### src/rtl/spi_regbank.sv
// SPI register bank: decodes R/W + address header, then bursts data words
// into or out of NUM_REGS registers with auto-increment and read-only mapping.
module spi_regbank #(
    parameter int NUM_REGS = 16,
    parameter int ADDR_W   = 7,
    parameter int DATA_W   = 8,
    parameter logic [NUM_REGS-1:0] RO_MASK = '0
) (
    input  logic                         sclk,
    input  logic                         rstn,
    input  logic                         csn,
    input  logic                         mosi,
    output logic                         miso,
    input  logic [NUM_REGS*DATA_W-1:0]   ro_data,
    output logic [NUM_REGS*DATA_W-1:0]   reg_q,
    output logic [NUM_REGS-1:0]          wr_strobe,
    output logic [NUM_REGS-1:0]          rd_strobe,
    output logic                         frame_err,
    output logic                         busy
);

    localparam logic [1:0] IDLE = 2'd0;
    localparam logic [1:0] HDR  = 2'd1;
    localparam logic [1:0] WR   = 2'd2;
    localparam logic [1:0] RD   = 2'd3;

    localparam int CNT_MAX = (ADDR_W > DATA_W) ? ADDR_W : DATA_W;
    localparam int CNT_W   = (CNT_MAX > 1) ? $clog2(CNT_MAX) : 1;

    logic [1:0]        state;
    logic [CNT_W-1:0]  cnt;
    logic              rw;
    logic [ADDR_W-1:0] waddr;
    logic [DATA_W-1:0] sr;
    logic [DATA_W-1:0] regs [NUM_REGS];

    logic              frame_rst_n;
    logic [ADDR_W-1:0] hdr_addr;
    logic [ADDR_W-1:0] load_addr;
    logic [DATA_W-1:0] wr_word;
    logic [DATA_W-1:0] rd_word;
    logic [NUM_REGS-1:0] rd_hit;
    logic [NUM_REGS-1:0] wr_hit;
    logic              hdr_last;
    logic              word_last;
    logic              wr_commit;
    logic              rd_load;
    logic              unused_ro;

    // Frame logic is held in IDLE while csn is high; register contents are not.
    assign frame_rst_n = rstn & ~csn;

    assign hdr_addr  = {waddr[ADDR_W-2:0], mosi};
    assign hdr_last  = (state == HDR) && (cnt == CNT_W'(ADDR_W - 1));
    assign word_last = (cnt == CNT_W'(DATA_W - 1));
    assign wr_commit = (state == WR) && word_last;
    assign rd_load   = (hdr_last && rw) || ((state == RD) && word_last);
    assign load_addr = (state == HDR) ? hdr_addr : waddr + ADDR_W'(1);
    assign wr_word   = {sr[DATA_W-2:0], mosi};
    assign busy      = (state != IDLE);

    always_comb begin
        rd_hit  = '0;
        wr_hit  = '0;
        rd_word = '0;
        for (int i = 0; i < NUM_REGS; i++) begin
            if (load_addr == ADDR_W'(i)) begin
                rd_hit[i] = 1'b1;
                rd_word   = RO_MASK[i] ? ro_data[i*DATA_W +: DATA_W] : regs[i];
            end
            if ((waddr == ADDR_W'(i)) && !RO_MASK[i]) begin
                wr_hit[i] = 1'b1;
            end
        end
    end

    always_ff @(posedge sclk or negedge frame_rst_n) begin
        if (!frame_rst_n) begin
            state     <= IDLE;
            cnt       <= '0;
            rw        <= 1'b0;
            waddr     <= '0;
            sr        <= '0;
            wr_strobe <= '0;
            rd_strobe <= '0;
        end else begin
            wr_strobe <= wr_commit ? wr_hit : '0;
            rd_strobe <= rd_load ? rd_hit : '0;
            case (state)
                IDLE: begin
                    rw    <= mosi;
                    cnt   <= '0;
                    state <= HDR;
                end
                HDR: begin
                    waddr <= hdr_addr;
                    if (hdr_last) begin
                        cnt   <= '0;
                        state <= rw ? RD : WR;
                        if (rw) begin
                            sr <= rd_word;
                        end
                    end else begin
                        cnt <= cnt + CNT_W'(1);
                    end
                end
                WR: begin
                    sr <= wr_word;
                    if (word_last) begin
                        cnt   <= '0;
                        waddr <= waddr + ADDR_W'(1);
                    end else begin
                        cnt <= cnt + CNT_W'(1);
                    end
                end
                default: begin
                    if (word_last) begin
                        cnt   <= '0;
                        waddr <= load_addr;
                        sr    <= rd_word;
                    end else begin
                        cnt <= cnt + CNT_W'(1);
                        sr  <= {sr[DATA_W-2:0], 1'b0};
                    end
                end
            endcase
        end
    end

    // Storage, error flag and miso survive csn so they persist between frames.
    always_ff @(posedge sclk or negedge rstn) begin
        if (!rstn) begin
            for (int i = 0; i < NUM_REGS; i++) begin
                regs[i] <= '0;
            end
            frame_err <= 1'b0;
            miso      <= 1'b0;
        end else begin
            if (wr_commit) begin
                for (int i = 0; i < NUM_REGS; i++) begin
                    if (wr_hit[i]) begin
                        regs[i] <= wr_word;
                    end
                end
            end

            if ((state == IDLE) && !csn) begin
                frame_err <= 1'b0;
            end else if ((wr_commit && !(|wr_hit)) || (rd_load && !(|rd_hit))) begin
                frame_err <= 1'b1;
            end

            if (rd_load) begin
                miso <= rd_word[DATA_W-1];
            end else if (state == RD) begin
                miso <= sr[DATA_W-2];
            end
        end
    end

    for (genvar g = 0; g < NUM_REGS; g++) begin : g_regq
        assign reg_q[g*DATA_W +: DATA_W] = RO_MASK[g] ? '0 : regs[g];
    end

    assign unused_ro = ^ro_data;

endmodule

### config.mk
export PLATFORM = sky130hd
export DESIGN_NAME = spi_regbank
export DESIGN_NICKNAME = d
export VERILOG_FILES = /design/src/rtl/spi_regbank.sv
export SDC_FILE = /design/constraint.sdc
export NUM_CORES = 1
export LEC_CHECK = 0
export ABC_CLOCK_PERIOD_IN_PS = 4500
export CORE_MARGIN = 1.5
export CORE_UTILIZATION = 47
export DETAILED_ROUTE_END_ITERATION = 8
export GPL_TIMING_DRIVEN = 1
export PLACE_DENSITY = 0.79
export SLEW_MARGIN = 10
export SYNTH_ARGS = -nofsm -noshare
export SYNTH_HDL_FRONTEND = slang
export SYNTH_SLANG_ARGS = --single-unit
### constraint.sdc
create_clock -name sclk -period 4.5 [get_ports sclk]
set_clock_uncertainty 0.05 [all_clocks]
set_input_delay 0.9 -clock sclk [delete_from_list [all_inputs] [get_ports sclk]]
set_output_delay 0.9 -clock sclk [all_outputs]
set_load 0.03 [all_outputs]
# Word level (Yosys, flattened, before mapping)
# Cells that the tools add are included.
[totals]
ff_bits = 182
input_bits = 132
out_inout_bits = 163
elab_cells = 177
[op_classes]
n_addsub = 2
eq_ne = 38
muxes = 68
bitwise = 3
reduce_logical = 41
[ops]
columns = ["op", "count"]
rows = [
  ["8-bit 2-to-1 mux", 16],
  ["7-bit by 4-bit == test with 1-bit output (second input constant)", 16],
  ["7-bit by 3-bit == test with 1-bit output (second input constant)", 8],
  ["7-bit 2-to-1 mux", 6],
  ["7-bit one-hot mux with 3 select lines", 2],
  ["1-bit 2-to-1 mux", 37],
  ["2-bit AND reduction", 17],
  ["16-bit 2-to-1 mux", 2],
  ["16-bit OR reduction", 2],
  ["7-bit by 2-bit == test with 1-bit output (second input constant)", 4],
  ["7-bit by 1-bit == test with 1-bit output (second input constant)", 2],
  ["7-bit logical NOT", 2],
  ["2-bit nonzero test", 5],
  ["7-bit by 1-bit adder with 7-bit output (second input constant)", 1],
  ["1-bit logical AND", 7],
  ["3-bit == test (second input constant)", 2],
  ["3-bit 2-to-1 mux", 2],
  ["2-bit inequality test (second input constant)", 3],
  ["3-bit one-hot mux with 2 select lines", 1],
  ["3-bit AND reduction", 2],
  ["2-bit == test (second input constant)", 2],
  ["2-bit one-hot mux with 2 select lines", 1],
  ["3-bit by 1-bit adder with 3-bit output (second input constant)", 1],
  ["1-bit logical NOT", 3],
  ["other kinds (6)", 8],
]

# Depth between registers and ports, before layout
[depth]
depth_word = 22
depth_mapped = 13
mapped_depth_nobuf = 9

# Worst setup path before layout
# No wires, ideal clock.
[synth_timing]
kind = "input to register"
from = "in mosi"
to = "reg sr[3]"
setup_ns = 0.134
arrival_ns = 2.394
required_ns = 4.316
slack_ns = 1.922
path_stages = 8
n_path_buf = 1
cell_sequence = "nand2b_1 nand2_2 buf_2 mux2_2 a22oi_1 o21ai_0 a221oi_1 a31oi_1"
[synth_via]
elab_chain_cells = 21
elab_cells_between_ends = 37
classes_between = "eq/ne (15); mux (21); reduce/logical (1)"
[synth_rtl]
columns = ["element", "line_no", "rtl"]
rows = [
  ["start: declaration", "12", "input logic mosi,"],
  ["7-bit 2-to-1 mux *", "58", "assign load_addr = (state == HDR) ? hdr_addr : waddr + ADDR_W'(1);"],
  ["7-bit logical NOT", "67", "if (load_addr == ADDR_W'(i)) begin"],
  ["8-bit 2-to-1 mux (15 in series)", "67", ""],
  ["8-bit 2-to-1 mux *", "67", ""],
  ["7-bit 2-to-1 mux", "100", "if (rw) begin"],
  ["7-bit 2-to-1 mux", "97", "if (hdr_last) begin"],
  ["7-bit one-hot mux with 3 select lines *", "89", "case (state)"],
  ["end signal: assignment", "101", "sr <= rd_word;"],
  ["end signal: assignment", "108", "sr <= wr_word;"],
  ["end signal: assignment", "120", "sr <= rd_word;"],
  ["end: declaration", "34", "logic [DATA_W-1:0] sr;"],
]
# Mark *: on every way between the ends. The rest lies on a longest branch, timed or not. The select of a mux whose other input is x is not followed.
# A chain may end at the register's enable or synchronous reset.

# Final worst setup path
[layout_timing]
from = "reg state[1]"
to = "reg sr[0]"
[layout_via]
elab_chain_cells = 22
elab_cells_between_ends = 45
classes_between = "eq/ne (19); mux (21); bitwise (1); reduce/logical (4)"
[layout_rtl]
columns = ["element", "line_no", "rtl"]
rows = [
  ["start: declaration", "30", "logic [1:0] state;"],
  ["start signal: assignment", "99", "state <= rw ? RD : WR;"],
  ["2-bit by 1-bit == test with 1-bit output", "54, 58, 89", ""],
  ["7-bit 2-to-1 mux", "58", ""],
  ["7-bit logical NOT", "67", ""],
  ["8-bit 2-to-1 mux (16 in series)", "67", ""],
  ["7-bit 2-to-1 mux", "100", ""],
  ["7-bit 2-to-1 mux", "97", ""],
  ["7-bit one-hot mux with 3 select lines", "89", ""],
]
# Several ways; a longest one is shown, not always the timed one. The select of a mux whose other input is x is not followed.

==> results summary <==
The flow ran to the end, and the final reports show no timing, DRC or antenna violations. The highest fanout seen on the critical path is 23. In this run the cell area of the synthesized design comes to 0.00905 mm².

Across every metal layer, demand over resource in global routing totals 29.5%. Synthesis inferred 182 register bits. The HPWL after detailed placement is 19.7 mm. The H-tree depth is 4. The maximum clock insertion buffer count is 2.

The worst supply voltage drop on vdd came out at 299 µV. The normalized max-slew margin is 33.8%. In this run the critical register-to-register path is captured at sr[0]. The routed design has 28.9 mm of wire. CTS placed an instance of sky130_fd_sc_hd__clkbuf_16 at the clock tree root.

In this run the worst setup path terminates at sr[0]. The synthesized design contains 0 enable-type register cells. Using the TritonRoute via totals, the vias-per-cell ratio works out to 6.32.

The critical path is of the reg2reg type. For this block, the initial DRC count from the detailed router was 765. The final hold violation count came out at 0.

The most used flip-flop cell after synthesis is sky130_fd_sc_hd__dfrtp_1. The via count of the first global-routing pass came out at 7,432. The top-level port count came out at 295. The cell total after placement is 1,160. The post-synth net total is 937. The number of cells upsized or downsized after cts is 0. The signal arrival time at the worst endpoint is 3.96 ns.

The static power due to leakage is 5.09 nW. The starting density of the core came out at 48.2%. The per-cell routed wire length came out at 24.3 µm.

The synthesized design spends more area on one cell type than any other, namely sky130_fd_sc_hd__dfrtp_1. The later pin in the worst-skew pair is clocked with a latency of 0.44 ns. The initial antenna violation count came out at 0. The final count of negative-setup-slack endpoints came out at 0. The final layout net count is 1,088. The fill cell total of the finished layout came out at 1,502.

During synthesis, Yosys emitted a total of 0 warnings. The sum of negative setup slack is 0 ns. The commonest cells after synthesis are sky130_fd_sc_hd__dfrtp_1 (182), sky130_fd_sc_hd__mux2_2 (132), sky130_fd_sc_hd__nand2_1 (55), sky130_fd_sc_hd__o21ai_0 (37), sky130_fd_sc_hd__nor2_1 (35). STA classifies the critical path startpoint as a register. The count of buffers added by post-CTS timing repair for setup came out at 0. The weighted congestion at the end of routability-driven global placement is 0.949.

In this run the register-to-register setup slack is 0.78 ns. In the routed design, unresolved DRC markers number 0. The fraction of synthesized cell area taken by the top area cell type is 50.3%. The count of cell types in the netlist came out at 74.

Entering global routing, the biggest net connects 51 pins. From bottom edge to top edge, the die measures 142 µm. Setup repair after global routing left no endpoint under its margin. The final global-route overflow total is 0. The CTS sink count came out at 182. The overall power came out at 3.95 mW. The number of cells traversed by the worst register-to-register path is 10. The count of buffers added on input and output ports is 166. The area of the core is 0.0188 mm². The minimum clock period is 3.72 ns. At the pin with the least slew margin, the transition time is 0.966 ns. The origin of the worst setup path is state[1].

The number of antenna diodes in the final layout is 0. The width of the die came out at 142 µm. The nature of the critical path endpoint is a register. The final cycle utilization of the critical path is 82.7%. The area enclosed by the die boundary is 0.0201 mm². Of the cells placed in the final design, the portion with a size suffix greater than 1 is 23.4%. A synthesized cell averages 11.4 µm². After clock tree synthesis, the clock-pin slew on the worst setup and hold paths is 0.07 ns. The fmax came out at 0.269 GHz. The synthesized instance count came out at 794. By area the synthesized netlist is led by sky130_fd_sc_hd__dfrtp_1 (50%), sky130_fd_sc_hd__mux2_2 (16%), sky130_fd_sc_hd__nand2_1 (2.3%), sky130_fd_sc_hd__o21ai_0 (2.0%), sky130_fd_sc_hd__a21oi_1 (1.8%).

After clock tree synthesis, the flow added hold-fix buffers numbering 0. The share of synthesized flip-flops with an asynchronous set or reset is 100%. Compared with the post-synthesis result, the final layout area differs by 27.0%. The final antenna-violating net count is 0. The CTS tree is yes. The most common cell in the synthesized netlist is sky130_fd_sc_hd__dfrtp_1. The required time of the critical path is 4.74 ns. The number of pins exceeding their max-slew limit in the final report came out at 0. The path class of the tightest hold or removal check is in2async.

The total via count in the routed design is 7,535. Once layout is complete, the cells apart from fillers number 1,192. The startpoint of the worst register-to-register path is state[1]. The floorplan has 50 rows. The number of buffers created by CTS came out at 17. The first TritonRoute pass finished after 7 iterations. Sequential cells were found to cover 50.3% of the synthesized design area. The first global-routing pass estimated 44.2 mm of wire. The number of violations of the max-capacitance limit came out at 0. The power density over the cells is 344 mW/mm².
-- cells in the final DEF (no fill, tap or decap), drive strengths merged, types with 4 or more instances in the layout --
cell type,count
a211oi,8
a21o,6
a21oi,33
a22oi,10
a31oi,14
a32o,4
a32oi,7
buf,24
clkbuf,19
clkdlybuf4s50,165
clkinv,5
dfrtp,182
ha,11
inv,18
mux2,132
mux2i,13
mux4,7
nand2,57
nand2b,12
nand3,22
nand4,8
nor2,48
nor2b,6
nor3,20
o2111ai,5
o211ai,6
o21ai,42
o22ai,5
-- metal layers --
metal  vias up  GRT usage (%)  share of wire (%)
met5         -              0                  0
met4         0           9.39                2.4
met3        72           12.0                 12
met2       450           46.0                 46
met1      3769           37.5                 40
li1       3244              -                  -
-- layout make-up --
cell class / instances / area (µm²) / area share, %
flip-flops and latches: 182 / 4550 / 39.6
multi-input cells: 541 / 4170 / 36.3
repair buffers: 189 / 1840 / 16.0
clock buffers: 19 / 453 / 3.94
well taps: 234 / 293 / 2.55
clock inverters: 13 / 121 / 1.06
inverters: 14 / 52.6 / 0.457
-- flip-flops by register name, summed over array words and instances (netlist names) --
signal / count
reg_q: 128
miso: 1
waddr: 7
state: 2
rw: 1
frame_err: 1
sr: 7
wr_strobe: 16
cnt: 3
rd_strobe: 16
-- cells by family (layout without fill, tap and decap cells) --
kind of cell | Yosys count | in the layout | share of synthesized area [%]
multiplexers | 152 | 152 | 19.6
AO/OA/AOI/OAI | 183 | 183 | 13.9
buffers and inverters | 71 | 235 | 3.64
AND/OR/NAND/NOR | 193 | 193 | 10.8
XOR/XNOR | 2 | 2 | 0.194
adder cells (fa/ha/maj) | 11 | 11 | 1.52
flip-flops | 182 | 182 | 50.3
-- metrics by stage --
stage	hold WS, ns	worst slack (ns)	utilization, %	area [µm²]
floorplan	0.380	0.381	-	9050
global placement	0.396	0.946	58.2	10900
detailed placement	0.417	0.903	58.2	10900
CTS	0.426	0.897	61.2	11500
global route	0.446	0.615	61.2	11500
finish	0.419	0.779	61.2	11500
-- critical path, stage by stage, from the launching register on --
cell,delay (ns)
sky130_fd_sc_hd__dfrtp_1,0.45
sky130_fd_sc_hd__inv_1,0.11
sky130_fd_sc_hd__ha_1,0.48
sky130_fd_sc_hd__buf_4,0.32
sky130_fd_sc_hd__a21oi_1,0.12
sky130_fd_sc_hd__a21oi_1,0.11
sky130_fd_sc_hd__o21ai_1,0.65
sky130_fd_sc_hd__nand2_1,0.58
sky130_fd_sc_hd__o32ai_1,0.44
sky130_fd_sc_hd__a211o_1,0.14
sky130_fd_sc_hd__o2111ai_1,0.12
-- how the worst min path moves through the flow --
stage / from / to / slack (ns)
after floorplan: cnt[0] / cnt[0] / 0.38
after global placement: cnt[0] / cnt[0] / 0.40
after detailed placement: cnt[0] / cnt[0] / 0.42
after CTS: rstn / reg_q[14] / 0.43
after global routing: cnt[0] / cnt[0] / 0.45
final: rstn / reg_q[14] / 0.42
-- power by group --
part	internal (mW)	switching [mW]	leakage (nW)
logic	0.243	0.465	2.31
registers	1.67	0.107	2.50
clock network	0.799	0.662	0.279
Power figures use the tool's default switching activity.
